`src/rtl/buffer_write_arbiter_if.sv`:
```
// Handshake and buffer-write bundle between the command handler, the
// clear sequencer and the character buffer.
//   master: drives cmd_*/clr_*_req/clr_row_start, observes status and writes
//   slave : the arbiter; drives cmd_ready, clr_busy, clr_done, buf_*
interface buffer_write_arbiter_if #(
   parameter int ADDR_BITS = 11
) ();
   logic                 cmd_valid;
   logic                 cmd_ready;
   logic [7:0]           cmd_char;
   logic [ADDR_BITS-1:0] cmd_addr;
   logic                 clr_row_req;
   logic [ADDR_BITS-1:0] clr_row_start;
   logic                 clr_all_req;
   logic                 clr_busy;
   logic                 clr_done;
   logic [7:0]           buf_din;
   logic [ADDR_BITS-1:0] buf_waddr;
   logic                 buf_wen;

   modport master (
      output cmd_valid, cmd_char, cmd_addr,
      output clr_row_req, clr_row_start, clr_all_req,
      input  cmd_ready, clr_busy, clr_done,
      input  buf_din, buf_waddr, buf_wen
   );

   modport slave (
      input  cmd_valid, cmd_char, cmd_addr,
      input  clr_row_req, clr_row_start, clr_all_req,
      output cmd_ready, clr_busy, clr_done,
      output buf_din, buf_waddr, buf_wen
   );
endinterface

```
`src/rtl/buffer_write_arbiter.sv`:
```
// Arbitrates char-buffer writes between command writes and row/all clears.
// Ports: clk, reset (sync, active-high), bus (slave side of the bundle).
module buffer_write_arbiter #(
   parameter int         ROWS      = 25,
   parameter int         COLS      = 80,
   parameter int         ADDR_BITS = 11,
   parameter logic [7:0] FILL_CHAR = 8'h20
) (
   input logic             clk,
   input logic             reset,
   buffer_write_arbiter_if.slave bus
);
   localparam int N  = ROWS * COLS;
   localparam int CW = ADDR_BITS + 1;
   localparam logic [ADDR_BITS-1:0] LAST = ADDR_BITS'(N - 1);

   typedef enum logic [1:0] {IDLE, CLR_ROW, CLR_ALL} state_t;

   state_t               state, state_n;
   logic [ADDR_BITS-1:0] addr, addr_n;
   logic [CW-1:0]        cnt, cnt_n;
   logic                 pend, pend_n;
   logic [ADDR_BITS-1:0] pend_start, pend_start_n;
   logic                 wen, wen_n;
   logic [ADDR_BITS-1:0] waddr, waddr_n;
   logic [7:0]           din, din_n;
   logic                 done, done_n;

   // Clear-write issue control: wr issues a fill write at wr_addr;
   // fresh restarts the write count for a new clear.
   logic                 wr, fresh;
   logic [ADDR_BITS-1:0] wr_addr;
   logic                 row_ok;

   function automatic logic [ADDR_BITS-1:0] wrap(
      input logic [ADDR_BITS-1:0] a
   );
      return (a == LAST) ? '0 : a + ADDR_BITS'(1);
   endfunction

   assign row_ok = bus.clr_row_req && (bus.clr_row_start <= LAST);

   assign bus.cmd_ready = (state == IDLE) && !bus.clr_row_req
                          && !bus.clr_all_req && !reset;
   assign bus.clr_busy  = (state != IDLE);
   assign bus.clr_done  = done;
   assign bus.buf_wen   = wen;
   assign bus.buf_waddr = waddr;
   assign bus.buf_din   = din;

   always_comb begin
      state_n      = state;
      addr_n       = addr;
      cnt_n        = cnt;
      pend_n       = pend;
      pend_start_n = pend_start;
      wen_n        = 1'b0;
      waddr_n      = waddr;
      din_n        = din;
      done_n       = 1'b0;
      wr           = 1'b0;
      fresh        = 1'b0;
      wr_addr      = addr;

      unique case (state)
         IDLE: begin
            if (bus.clr_all_req) begin
               state_n = CLR_ALL;
               pend_n  = 1'b0;
               wr      = 1'b1;
               fresh   = 1'b1;
               wr_addr = '0;
            end else if (row_ok) begin
               state_n = CLR_ROW;
               wr      = 1'b1;
               fresh   = 1'b1;
               wr_addr = bus.clr_row_start;
            end else if (bus.cmd_valid && bus.cmd_ready) begin
               // Out-of-range commands are consumed but never written.
               wen_n   = (bus.cmd_addr <= LAST);
               waddr_n = bus.cmd_addr;
               din_n   = bus.cmd_char;
            end
         end
         CLR_ROW: begin
            if (bus.clr_all_req) begin
               state_n = CLR_ALL;
               pend_n  = 1'b0;
               wr      = 1'b1;
               fresh   = 1'b1;
               wr_addr = '0;
            end else begin
               if (row_ok) begin
                  pend_n       = 1'b1;
                  pend_start_n = bus.clr_row_start;
               end
               if (cnt == CW'(COLS)) begin
                  done_n = 1'b1;
                  // A queued row starts back-to-back with this done.
                  if (row_ok || pend) begin
                     pend_n  = 1'b0;
                     wr      = 1'b1;
                     fresh   = 1'b1;
                     wr_addr = row_ok ? bus.clr_row_start
                                      : pend_start;
                  end else begin
                     state_n = IDLE;
                  end
               end else begin
                  wr = 1'b1;
               end
            end
         end
         CLR_ALL: begin
            pend_n = 1'b0;
            if (cnt == CW'(N)) begin
               done_n  = 1'b1;
               state_n = IDLE;
            end else begin
               wr = 1'b1;
            end
         end
         default: state_n = IDLE;
      endcase

      if (wr) begin
         wen_n   = 1'b1;
         waddr_n = wr_addr;
         din_n   = FILL_CHAR;
         addr_n  = wrap(wr_addr);
         cnt_n   = fresh ? CW'(1) : cnt + CW'(1);
      end
   end

   always_ff @(posedge clk) begin
      if (reset) begin
         state      <= IDLE;
         addr       <= '0;
         cnt        <= '0;
         pend       <= 1'b0;
         pend_start <= '0;
         wen        <= 1'b0;
         waddr      <= '0;
         din        <= '0;
         done       <= 1'b0;
      end else begin
         state      <= state_n;
         addr       <= addr_n;
         cnt        <= cnt_n;
         pend       <= pend_n;
         pend_start <= pend_start_n;
         wen        <= wen_n;
         waddr      <= waddr_n;
         din        <= din_n;
         done       <= done_n;
      end
   end
endmodule
```
`src/flat_wrapper.sv`:
```
// flat-port wrapper written by rule: the top's interface ports become plain ports
module buffer_write_arbiter_flat 
#(
   parameter int         ROWS      = 25,
   parameter int         COLS      = 80,
   parameter int         ADDR_BITS = 11,
   parameter logic [7:0] FILL_CHAR = 8'h20
)
  (clk, reset, bus_cmd_valid, bus_cmd_char, bus_cmd_addr, bus_clr_row_req, bus_clr_row_start, bus_clr_all_req, bus_cmd_ready, bus_clr_busy, bus_clr_done, bus_buf_din, bus_buf_waddr, bus_buf_wen);
  buffer_write_arbiter_if #(.ADDR_BITS(ADDR_BITS)) bus_i ();
  input logic clk;
  input logic reset;
  input wire logic [$bits(bus_i.cmd_valid)-1:0] bus_cmd_valid;
  input wire logic [$bits(bus_i.cmd_char)-1:0] bus_cmd_char;
  input wire logic [$bits(bus_i.cmd_addr)-1:0] bus_cmd_addr;
  input wire logic [$bits(bus_i.clr_row_req)-1:0] bus_clr_row_req;
  input wire logic [$bits(bus_i.clr_row_start)-1:0] bus_clr_row_start;
  input wire logic [$bits(bus_i.clr_all_req)-1:0] bus_clr_all_req;
  output wire logic [$bits(bus_i.cmd_ready)-1:0] bus_cmd_ready;
  output wire logic [$bits(bus_i.clr_busy)-1:0] bus_clr_busy;
  output wire logic [$bits(bus_i.clr_done)-1:0] bus_clr_done;
  output wire logic [$bits(bus_i.buf_din)-1:0] bus_buf_din;
  output wire logic [$bits(bus_i.buf_waddr)-1:0] bus_buf_waddr;
  output wire logic [$bits(bus_i.buf_wen)-1:0] bus_buf_wen;
  assign bus_i.cmd_valid = bus_cmd_valid;
  assign bus_i.cmd_char = bus_cmd_char;
  assign bus_i.cmd_addr = bus_cmd_addr;
  assign bus_i.clr_row_req = bus_clr_row_req;
  assign bus_i.clr_row_start = bus_clr_row_start;
  assign bus_i.clr_all_req = bus_clr_all_req;
  assign bus_cmd_ready = bus_i.cmd_ready;
  assign bus_clr_busy = bus_i.clr_busy;
  assign bus_clr_done = bus_i.clr_done;
  assign bus_buf_din = bus_i.buf_din;
  assign bus_buf_waddr = bus_i.buf_waddr;
  assign bus_buf_wen = bus_i.buf_wen;
  buffer_write_arbiter #(.ROWS(ROWS), .COLS(COLS), .ADDR_BITS(ADDR_BITS), .FILL_CHAR(FILL_CHAR)) u_core (.clk(clk), .reset(reset), .bus(bus_i));
endmodule
```
`config.mk`:
```
export PLATFORM = sky130hd
export DESIGN_NAME = buffer_write_arbiter_flat
export DESIGN_NICKNAME = d
export VERILOG_FILES = /design/src/rtl/buffer_write_arbiter_if.sv /design/src/rtl/buffer_write_arbiter.sv /design/src/flat_wrapper.sv
export SDC_FILE = /design/constraint.sdc
export NUM_CORES = 1
export LEC_CHECK = 0
export ABC_AREA = 1
export BUFFER_PORTS_ARGS = -buffer_cell sky130_fd_sc_hd__buf_4
export CAP_MARGIN = 20
export CORE_MARGIN = 10
export CORE_UTILIZATION = 52
export DETAILED_ROUTE_END_ITERATION = 12
export HOLD_SLACK_MARGIN = 0.15
export PLACE_DENSITY = 0.83
export SLEW_MARGIN = 40
export SYNTH_ARGS = -nofsm -noshare
export SYNTH_HDL_FRONTEND = slang
export SYNTH_SLANG_ARGS = --single-unit
```
`constraint.sdc`:
```
create_clock -name clk -period 2.2 [get_ports clk]
set_clock_uncertainty 0.1 [all_clocks]
set_input_delay 0.22 -clock clk [delete_from_list [all_inputs] [get_ports clk]]
set_output_delay 0.22 -clock clk [all_outputs]
set_load 0.05 [all_outputs]
```
==> results of run 1 <==
[per-layer routing]
metal | vias up | share of wire (%) | global-route usage, % | wire length, µm
met5 | - | 0 | 0 | 0
met4 | 0 | 8.9 | 15.21 | 1347
met3 | 143 | 7.4 | 5.514 | 1116
met2 | 333 | 49 | 41.80 | 7457
met1 | 2172 | 34 | 24.13 | 5220
li1 | 2067 | - | - | -
[synthesized netlist by cell type (5+ instances only)]
cell type / count / area (µm²)
a21oi_1: 41 / 205.2
nor2_2: 8 / 50.05
inv_1: 62 / 232.7
nand3_1: 27 / 135.1
nor2_1: 39 / 146.4
nand2_1: 152 / 570.6
o22ai_1: 5 / 31.28
nor3_1: 6 / 30.03
nand3b_1: 5 / 37.54
nor2_4: 8 / 90.09
nand2_2: 12 / 75.07
nand4_1: 8 / 50.05
inv_2: 11 / 41.29
clkbuf_1: 7 / 26.28
o21ai_0: 26 / 130.1
dfxtp_1: 58 / 1161
o21ai_1: 13 / 65.06
nand3_2: 5 / 50.05
xor2_1: 5 / 43.79
ha_1: 7 / 87.58
[cells in the final DEF, fill, tap and decap left out, types with 6 or more instances in the layout]
cell,count
nor2_1,37
clkbuf_8,9
a21oi_4,6
a21oi_2,9
o21ai_0,21
nand2_1,141
dfxtp_1,54
nor2_4,14
nand3_1,20
o21ai_1,15
nor3_1,6
a21oi_1,35
inv_2,15
dlygate4sd3_1,17
nand2_4,8
nand2_2,15
inv_1,52
buf_4,125
nand3_2,11
nand4_1,8
[cell type report]
| cell class | count | area share, % |
|---|---|---|
| Multi-Input combinational cell | 399 | 44.18 |
| Tap cell | 96 | 2.199 |
| Clock inverter | 7 | 1.718 |
| Sequential cell | 58 | 21.35 |
| Inverter | 74 | 5.497 |
| Clock buffer | 9 | 2.268 |
| Timing Repair Buffer | 151 | 22.79 |
[registers in the layout, summed over array words and instances (netlist names)]
register,flops
u_core.pend,1
u_core.pend_start,11
u_core.state,2
u_core.bus.buf_wen,1
u_core.bus.buf_din,8
u_core.cnt,12
u_core.bus.buf_waddr,11
u_core.bus.clr_done,1
u_core.addr,11
[final timing paths]
check | to | cells past startpoint | startpoint | slack [ns]
setup / recovery | u_core.bus.buf_waddr[2] | 13 | u_core.cnt[0] | -0.22
hold / removal | u_core.bus.buf_waddr[9] | 5 | bus_cmd_addr[9] | 0.17
setup reg to reg | u_core.bus.buf_waddr[2] | 13 | u_core.cnt[0] | -0.22
hold reg to reg | u_core.bus.buf_din[6] | 2 | u_core.bus.buf_din[6] | 0.37
[logic make-up after synthesis]
family / Yosys count / share of synthesized area (%)
fa+ha+maj: 7 / 2.391
xor+xnor: 6 / 1.435
simple gates: 278 / 36.49
buf+inv: 91 / 10.56
flops: 58 / 31.70
compound gates: 103 / 16.60
mux: 3 / 0.8200
[power by group]
group	internal (mW)	leakage (nW)	total [mW]	switching [mW]
Sequential	1.28	0.474	1.44	0.163
Combinational	1.98	1.83	5.01	3.03
Clock	0.635	0.105	1.13	0.494
Total	3.89	2.41	7.58	3.69
[through the flow]
step	TNS, ns	util (%)	total power [mW]
3_3_place_gp	-0.1462	68.04	5.198
5_1_grt	-8.679	79.96	7.898
2_1_floorplan	-2.273	-	3.897
3_5_place_dp	-2.000	68.04	5.322
6_report	-5.413	79.96	7.582
4_1_cts	-0.4036	76.04	6.755
[critical path: stages (launching register included)]
cell	delay (ns)
dfxtp_2	0.34
inv_2	0.08
ha_4	0.14
nand2_4	0.05
nor2_4	0.13
nand3_4	0.15
buf_4	0.17
buf_6	0.11
o31ai_4	0.22
nand3_2	0.16
nand2_8	0.16
buf_6	0.13
nor2_1	0.06
nor4_2	0.31
[timing repair]
item | CTS | global route
hold endpoints to repair | 21 | 0
hold buffers | 17 | 0
cloned | 1 | 2
endpoints found under the setup margin | 33 | 44
buffers inserted | 6 | 10
resized for setup | 32 | 44
pin swaps | 19 | 21
==> metrics, run 1 <==
Final Non-Filler Cells 794; Most used DFF post-synth dfxtp_1; failing checks negative setup slack; maximum fanout along the worst path 7; Synth Instances between 500 and 600; # IOs 58; Post-synth ARST share 0%; Tmin final 2.418 ns; hpwl dp 8431 µm; WP data required 2.34 ns; I/O Buffers 57; Pleak 2.410 nW; Arr. time, crit path roughly 2.6 ns; area of the multi-input gates 0.002414 mm²; total track usage 23.51%; Avg WL per Cell 19.07 µm; Yosys reg bits a little under 60; syn_nets between 500 and 600; final setup vio count 42; Residual DRC 0; FILL cells 416; pwr dens 1388 mW/mm²; die height 103.9 µm; syn_area_per_cell 6.707 µm²; crit path launch type register; total CTS buffers 9; drt pass-1 iters 5; CTS tree done; Vias 4715; unrepaired setup endpoints after global routing true; WS Path Type register to register; clk sink count 58; Area Growth Syn to Fin 49.16%; Max Cap Viol 0; Rel. slew slack 49.25%; clk slew on worst S/H paths 0.08 ns; gpl congestion 0.8952; worst hold margin 0.1707 ns; die area 0.01080 mm²; worst setup margin -0.2184 ns; wirelength, routed between 15000 and 20000 µm; # rows 30; min-delay worst type input port to register; post-route cell area 0.005463 mm²; global-route wire length before repair between 20000 and 25000 µm; Die W 103.9 µm; Hold Violations, Final 0; post-synthesis sequential area ratio 31.70%; Post-synth EDFFs 0; CTS Root Cell clkbuf_8; htree depth 3; vias per cell 5.938; starting DRC count in detailed routing 490; pins over their slew limit 0; Slew @ Worst Pin 0.7555 ns; layout cells sized above 1 37.39%; Final period util 109.9%; FMAX 413.5 MHz; run status complete, but fails checks; vias in the first global route between 4000 and 5000; final net count 735; largest net degree at the start of global routing 23; Setup crit end kind register; grt total ovfl 0; Post-Syn Area 0.003662 mm²; maximum VDD drop 1.110 mV; area post-placement 0.004648 mm²; Post-Place Worst Slack -0.1918 ns; Synth warnings 0; Netlist cell types 40; initial core utilization between 50 and 60%; Clk Latency, worst-skew pair 0.35 ns; register area approximately 0.0012 mm²; initial antenna violation count 0; diodes inserted 0; core area around 0.007 mm²; Max Root-Sink Buffers 2; Final ANT Viol Nets 0; Placed Cells 743
Power figures use the tool's default switching activity.
==> run 2, diff against run 1 <==
Settings changed: HOLD_SLACK_MARGIN 0.15 to unset, SETUP_SLACK_MARGIN set to 0.3.
Clock period 2.2 ns to 2.1 ns, I/O delays scaled along.
==> run 2 against run 1 <==
Compared with the run above:
- the run still ends with negative setup slack left
- first-iteration DRC count down 1.0%
- sequential share of layout area down 0.58 points
- routed wire length up 2.3%
- critical path depth up 3
- die area unchanged
- combinational power up 14%
- maximum frequency down 1.8%
- final area up 2.8%
- largest power group unchanged
- register-to-register slack worse by 0.15 ns
- flip-flop and latch count unchanged
==> metrics, run 2 (same netlist as run 1, synthesis figures left out) <==
maximum VDD drop 1.086 mV (-2.1%); Critical path origin u_core.cnt[0]; grt total ovfl 0 (unchanged); wirelength, routed 15490 µm (+2.3%); switching power share of the total 49.45% (+0.81 points); clk sink count 58 (unchanged); Rel. slew slack 69.76% (+21 points); # rows 30 (unchanged); core area 0.006832 mm² (unchanged); Residual DRC 0 (unchanged); post-route cell area 0.005614 mm² (+2.8%); Tmin final 2.464 ns (+0.04522 ns); setup TNS -7.706 ns (-2.292 ns); most frequent cells in the layout buf_4, nand2_1, dfxtp_1; unrepaired setup endpoints after global routing true; Crit-path slowest cell dfxtp_2; crit-path cells inv_2 > ha_4 > nand2_4 > nor2_4 > nand3_4 > a21oi_4 > buf_4 > nand2_1 > nand3_1 > nand3_2 > inv_1 > nand3_2 > nor2_4 > nand2_2 > nand2_4 > o22ai_1; Critical Path End u_core.addr[0]; Reg with most FFs u_core.cnt; pwr dens 1448 mW/mm² (+4.4%); CTS tree done; Slew @ Worst Pin 0.4531 ns (-0.3024 ns); final setup vio count 42 (unchanged); vias per cell 5.925 (-0.22%); Setup crit end kind register; I/O Buffers 57 (unchanged); FILL cells 390 (-6.3%); Vias 4758 (+0.91%); final net count 743 (+1.1%); worst hold margin 0.02298 ns (-0.1477 ns); Arr. time, crit path 2.59 ns (+0.03 ns); post-cts hold buffer count 0 (-17); crit path launch type register; DRT met1 WL 5200 µm (-0.38%); WS Path Type register to register; max incr delay on CP 0.33 ns (about the same); die height 103.9 µm (unchanged); layout cells sized above 1 43.91% (+6.5 points); met2 wire len 7716 µm (+3.5%); total CTS buffers 9 (unchanged); drt pass-1 iters 5 (unchanged); share of power burned in the clock network 11.5% (-3.4 points); crit-path leading delay family simple AND/OR/NAND/NOR gates; Placed Cells 767 (+3.2%); min-delay worst type input port to register; hpwl dp 8568 µm (+1.6%); Post-Place Worst Slack -0.1978 ns (-0.006071 ns); clk slew on worst S/H paths 0.08 ns (about the same); R2R Path End u_core.addr[0]; vias in the first global route 4487 (-0.33%); Flop pwr share 18.4% (-0.7 points); # IOs 58 (unchanged); Hold Violations, Final 0 (unchanged); Pleak 2.474 nW (+2.7%); total track usage 23.01% (-0.50 points); final core occ 82.18% (+2.2 points); Design Power 8.132 mW (+7.3%); run status complete, but fails checks; Area Growth Syn to Fin 53.30%; WP data required 2.22 ns (-0.12 ns); htree depth 3 (unchanged); area post-placement 0.004866 mm² (+4.7%); Final period util 117.3% (+7.4 points); Reg2Reg Depth 16 (+3); Top Metal Used met4; FMAX 405.9 MHz (-1.8%); Max Cap Viol 0 (unchanged); WL met3 1335 µm (+20%); global-route wire length before repair 20910 µm (-2.1%); starting DRC count in detailed routing 485 (-1.0%); Die W 103.9 µm (unchanged); initial core utilization 53.61% (unchanged); CP bufs+invs 3 (-1); Critical R2R Launch u_core.cnt[0]; pins over their slew limit 0 (unchanged); largest net degree at the start of global routing 23 (unchanged); internal power 4.111 mW (+5.6%); Clk Latency, worst-skew pair 0.36 ns (about the same); Final Non-Filler Cells 803 (+1.1%); Critical Path Stages 16 (+3); die area 0.01080 mm² (unchanged); Switch Pwr 4.021 mW (+9.0%); maximum fanout along the worst path 7 (unchanged); initial antenna violation count 1 (+1); Avg WL per Cell 19.29 µm (+1.1%); Max Root-Sink Buffers 2 (unchanged); worst setup margin -0.3636 ns (-0.1452 ns); Largest register FFs 12 (unchanged); failing checks negative setup slack; commonest non-fill, non-tap cell in the layout buf_4; gpl congestion 0.9707 (+8.4%); Final ANT Viol Nets 0 (unchanged); FF-to-FF setup slack -0.36 ns (-0.15 ns); Comb pwr share 70.0% (+3.9 points); CTS Root Cell clkbuf_8
-- run 2: what timing repair did --
item | in CTS | in global routing
buffers inserted | 4 | 13
pin swaps | 23 | 31
resized for setup | 48 | 53
endpoints found under the setup margin | 46 | 47
gates cloned | 2 | 0
-- run 2: area by class of cell --
cell class / count / area (µm²) / share of cell area (%)
diodes: 1 / 2.502 / 0.04457
clock buffers: 9 / 123.9 / 2.206
well taps: 96 / 120.1 / 2.140
inverters: 74 / 305.3 / 5.438
clock inverters: 7 / 46.29 / 0.8246
repair buffers: 161 / 1328 / 23.65
multi-input cells: 397 / 2522 / 44.93
flip-flops and latches: 58 / 1166 / 20.77
-- run 2: tightest hold or removal path, stage by stage --
cell     delay [ns]
buf_4          0.10
nand2_1        0.06
a21oi_1        0.06
-- run 2: power groups by stage --
| stage | Sequential, mW | Clock [mW] | Combinational [mW] |
|---|---|---|---|
| 2_1_floorplan | 1.73 | 0 | 2.46 |
| 3_3_place_gp | 1.48 | 0 | 4.12 |
| 3_5_place_dp | 1.49 | 0 | 4.22 |
| 4_1_cts | 1.47 | 0.913 | 4.73 |
| 5_1_grt | 1.51 | 0.963 | 6.02 |
| 6_report | 1.50 | 0.939 | 5.69 |
-- run 2: layer usage --
layer | up-vias | global-route usage (%)
li1 | 2078 | -
met1 | 2190 | 23.99
met2 | 354 | 42.88
met3 | 136 | 4.585
met4 | 0 | 10.83
met5 | - | 0
-- run 2: how the worst min path moves through the flow --
stage / start / to / slack (ns) / cells past startpoint
2_1_floorplan: bus_cmd_char[0] / u_core.bus.buf_din[0] / 0.26 / 2
3_3_place_gp: u_core.bus.buf_din[7] / u_core.bus.buf_din[7] / 0.35 / 2
3_5_place_dp: u_core.bus.buf_din[6] / u_core.bus.buf_din[6] / 0.36 / 2
4_1_cts: bus_cmd_char[1] / u_core.bus.buf_din[1] / 0.02 / 3
5_1_grt: bus_cmd_char[3] / u_core.bus.buf_din[3] / 0.03 / 3
6_report: bus_cmd_char[6] / u_core.bus.buf_din[6] / 0.02 / 3
==> run 3, diff against run 2 <==
Settings changed: REMOVE_ABC_BUFFERS set to 1.
==> run 3 against run 2 <==
Compared with the run above:
- the flow still finishes with violations (negative setup slack)
- combinational power is 2% higher
- routed wire length is 3.9% higher
- first-iteration DRC count rose by 22%
- cell count down 1.0%
- sequential share of layout area rose by 0.28 points
- critical path depth unchanged
- count of clock-buffer cells in the layout up 1
- hold slack got worse by 0.0021 ns
- largest power group unchanged
==> metrics, run 3 (same netlist as run 1, synthesis figures left out) <==
run status complete, but fails checks; failing checks negative setup slack; Reg with most FFs u_core.cnt; internal power 4.166 mW (+1.3%); CTS Root Cell clkbuf_8; Avg WL per Cell 20.24 µm (+4.9%); switching power share of the total 49.69% (+0.24 points); vias in the first global route 4525 (+0.85%); Setup crit end kind register; Critical R2R Launch u_core.cnt[1]; R2R Path End u_core.addr[0]; WS Path Type register to register; die height 103.9 µm (unchanged); hpwl dp 8655 µm (+1.0%); Critical Path End u_core.addr[0]; unrepaired setup endpoints after global routing true; Max Cap Viol 0 (unchanged); grt total ovfl 0 (unchanged); Clk Latency, worst-skew pair 0.37 ns (about the same); min-delay worst type input port to register; vias per cell 6.016 (+1.5%); wirelength, routed 16090 µm (+3.9%); final core occ 81.01% (-1.2 points); Rel. slew slack 59.23% (-11 points); share of power burned in the clock network 12.1% (+0.6 points); Reg2Reg Depth 16 (unchanged); Max Root-Sink Buffers 2 (unchanged); CTS tree done; worst hold margin 0.02083 ns (-0.002147 ns); final setup vio count 42 (unchanged); global-route wire length before repair 20910 µm (unchanged); die area 0.01080 mm² (unchanged); clk slew on worst S/H paths 0.09 ns (about the same); htree depth 3 (unchanged); Pleak 2.427 nW (-1.9%); Critical path origin u_core.cnt[1]; maximum fanout along the worst path 7 (unchanged); # rows 30 (unchanged); layout cells sized above 1 42.78% (-1.1 points); gpl congestion 0.9055 (-6.7%); Final ANT Viol Nets 0 (unchanged); FF-to-FF setup slack -0.45 ns (-0.09 ns); Comb pwr share 69.8% (-0.2 points); maximum VDD drop 1.210 mV (+11%); drt pass-1 iters 8 (+3); diodes inserted 0 (-1); Arr. time, crit path 2.68 ns (+0.09 ns); commonest non-fill, non-tap cell in the layout nand2_1; total track usage 23.24% (+0.23 points); most frequent cells in the layout nand2_1, buf_4, dfxtp_1; crit path launch type register; initial core utilization 53.61% (unchanged); Residual DRC 0 (unchanged); clk sink count 58 (unchanged); initial antenna violation count 0 (-1); final net count 736 (-0.94%); FMAX 391.7 MHz (-3.5%); core area 0.006832 mm² (unchanged); I/O Buffers 57 (unchanged); pins over their slew limit 0 (unchanged); FILL cells 418 (+7.2%); starting DRC count in detailed routing 590 (+22%); Flop pwr share 18.1% (-0.3 points); Tmin final 2.553 ns (+0.08915 ns); worst setup margin -0.4527 ns (-0.08915 ns); Final period util 121.6% (+4.2 points); Die W 103.9 µm (unchanged); total CTS buffers 9 (unchanged); # IOs 58 (unchanged); Hold Violations, Final 0 (unchanged); Largest register FFs 12 (unchanged); WP data required 2.23 ns (about the same); Vias 4783 (+0.53%); pwr dens 1496 mW/mm² (+3.3%); Slew @ Worst Pin 0.6069 ns (+0.1538 ns); largest net degree at the start of global routing 21 (-8.7%); Area Growth Syn to Fin 51.11%; Switch Pwr 4.114 mW (+2.3%)
run 3: changes by cell type in the layout (fill, tap and decap cells not counted), sizes merged:
cell / previous run / this run
inv: 72 / 73
diode: 1 / 0
clkbuf: 9 / 10
clkinvlp: 5 / 4
buf: 161 / 153
run 3: repair_timing:
item | in CTS | in global routing
hold buffers | 0 | 0
endpoints found under the setup margin | 47 | 53
buffers inserted | 5 | 7
resized for setup | 68 | 63
endpoints found under the hold margin | 0 | 0
pin swaps | 17 | 21
cloned | 2 | 1
run 3: final cells by class:
cell class | count | area (µm²) | share of cell area, %
clock buffers | 10 | 137.6 | 2.487
clock inverters | 6 | 42.54 | 0.7687
well taps | 96 | 120.1 | 2.170
repair buffers | 153 | 1255 | 22.68
flip-flops and latches | 58 | 1165 | 21.05
inverters | 74 | 309.0 | 5.584
repair inverters | 1 | 5.005 | 0.09044
multi-input cells | 397 | 2500 | 45.17
run 3: worst min path at each step:
stage | startpoint | endpoint | slack, ns | cells past startpoint
6_report | bus_cmd_char[2] | u_core.bus.buf_din[2] | 0.02 | 3
5_1_grt | bus_cmd_char[2] | u_core.bus.buf_din[2] | 0.05 | 3
4_1_cts | bus_cmd_char[2] | u_core.bus.buf_din[2] | 0.006 | 3
3_5_place_dp | u_core.bus.buf_din[2] | u_core.bus.buf_din[2] | 0.35 | 2
3_3_place_gp | u_core.bus.buf_din[0] | u_core.bus.buf_din[0] | 0.35 | 2
2_1_floorplan | reset | u_core.bus.buf_din[5] | 0.18 | 1
run 3: power groups by stage:
stage          logic (mW)  registers (mW)  clock network [mW]
5_1_grt              5.99            1.51                1.03
6_report             5.78            1.50                1.00
4_1_cts              4.77            1.47               0.962
2_1_floorplan        2.11            1.73                   0
3_3_place_gp         4.08            1.47                   0
3_5_place_dp         4.22            1.48                   0
run 3: layer usage:
metal	routed length [µm]	vias to the layer above	track usage, %
met1	5453	2199	23.37
met4	1277	0	15.51
met3	1467	135	4.399
met5	0	-	0
li1	-	2050	-
met2	7891	399	42.48
run 3: critical path: stages, from the launching register on:
cell     delay (ns)
dfxtp_2        0.33
inv_2          0.07
ha_4           0.14
nand2_4        0.05
nor2_4         0.12
nand3_4        0.12
a21oi_4        0.20
buf_6          0.15
nand2_1        0.08
nand3_1        0.11
nand3_2        0.13
inv_2          0.10
nand3_2        0.10
nor2_4         0.24
nand2_2        0.11
nand2_4        0.14
o22ai_1        0.11
run 3: per-stage QoR:
stage	total power, mW	TNS (ns)	instances	setup slack, ns	cell area, µm²
after floorplan	3.836	-24.12	529	-0.9138	3556
after global placement	5.547	-1.381	764	-0.1682	4745
after global routing	8.529	-11.44	795	-0.4826	5534
after detailed placement	5.707	-2.678	764	-0.2568	4745
after CTS	7.197	-2.326	787	-0.1543	5215
final	8.280	-8.294	795	-0.4527	5534
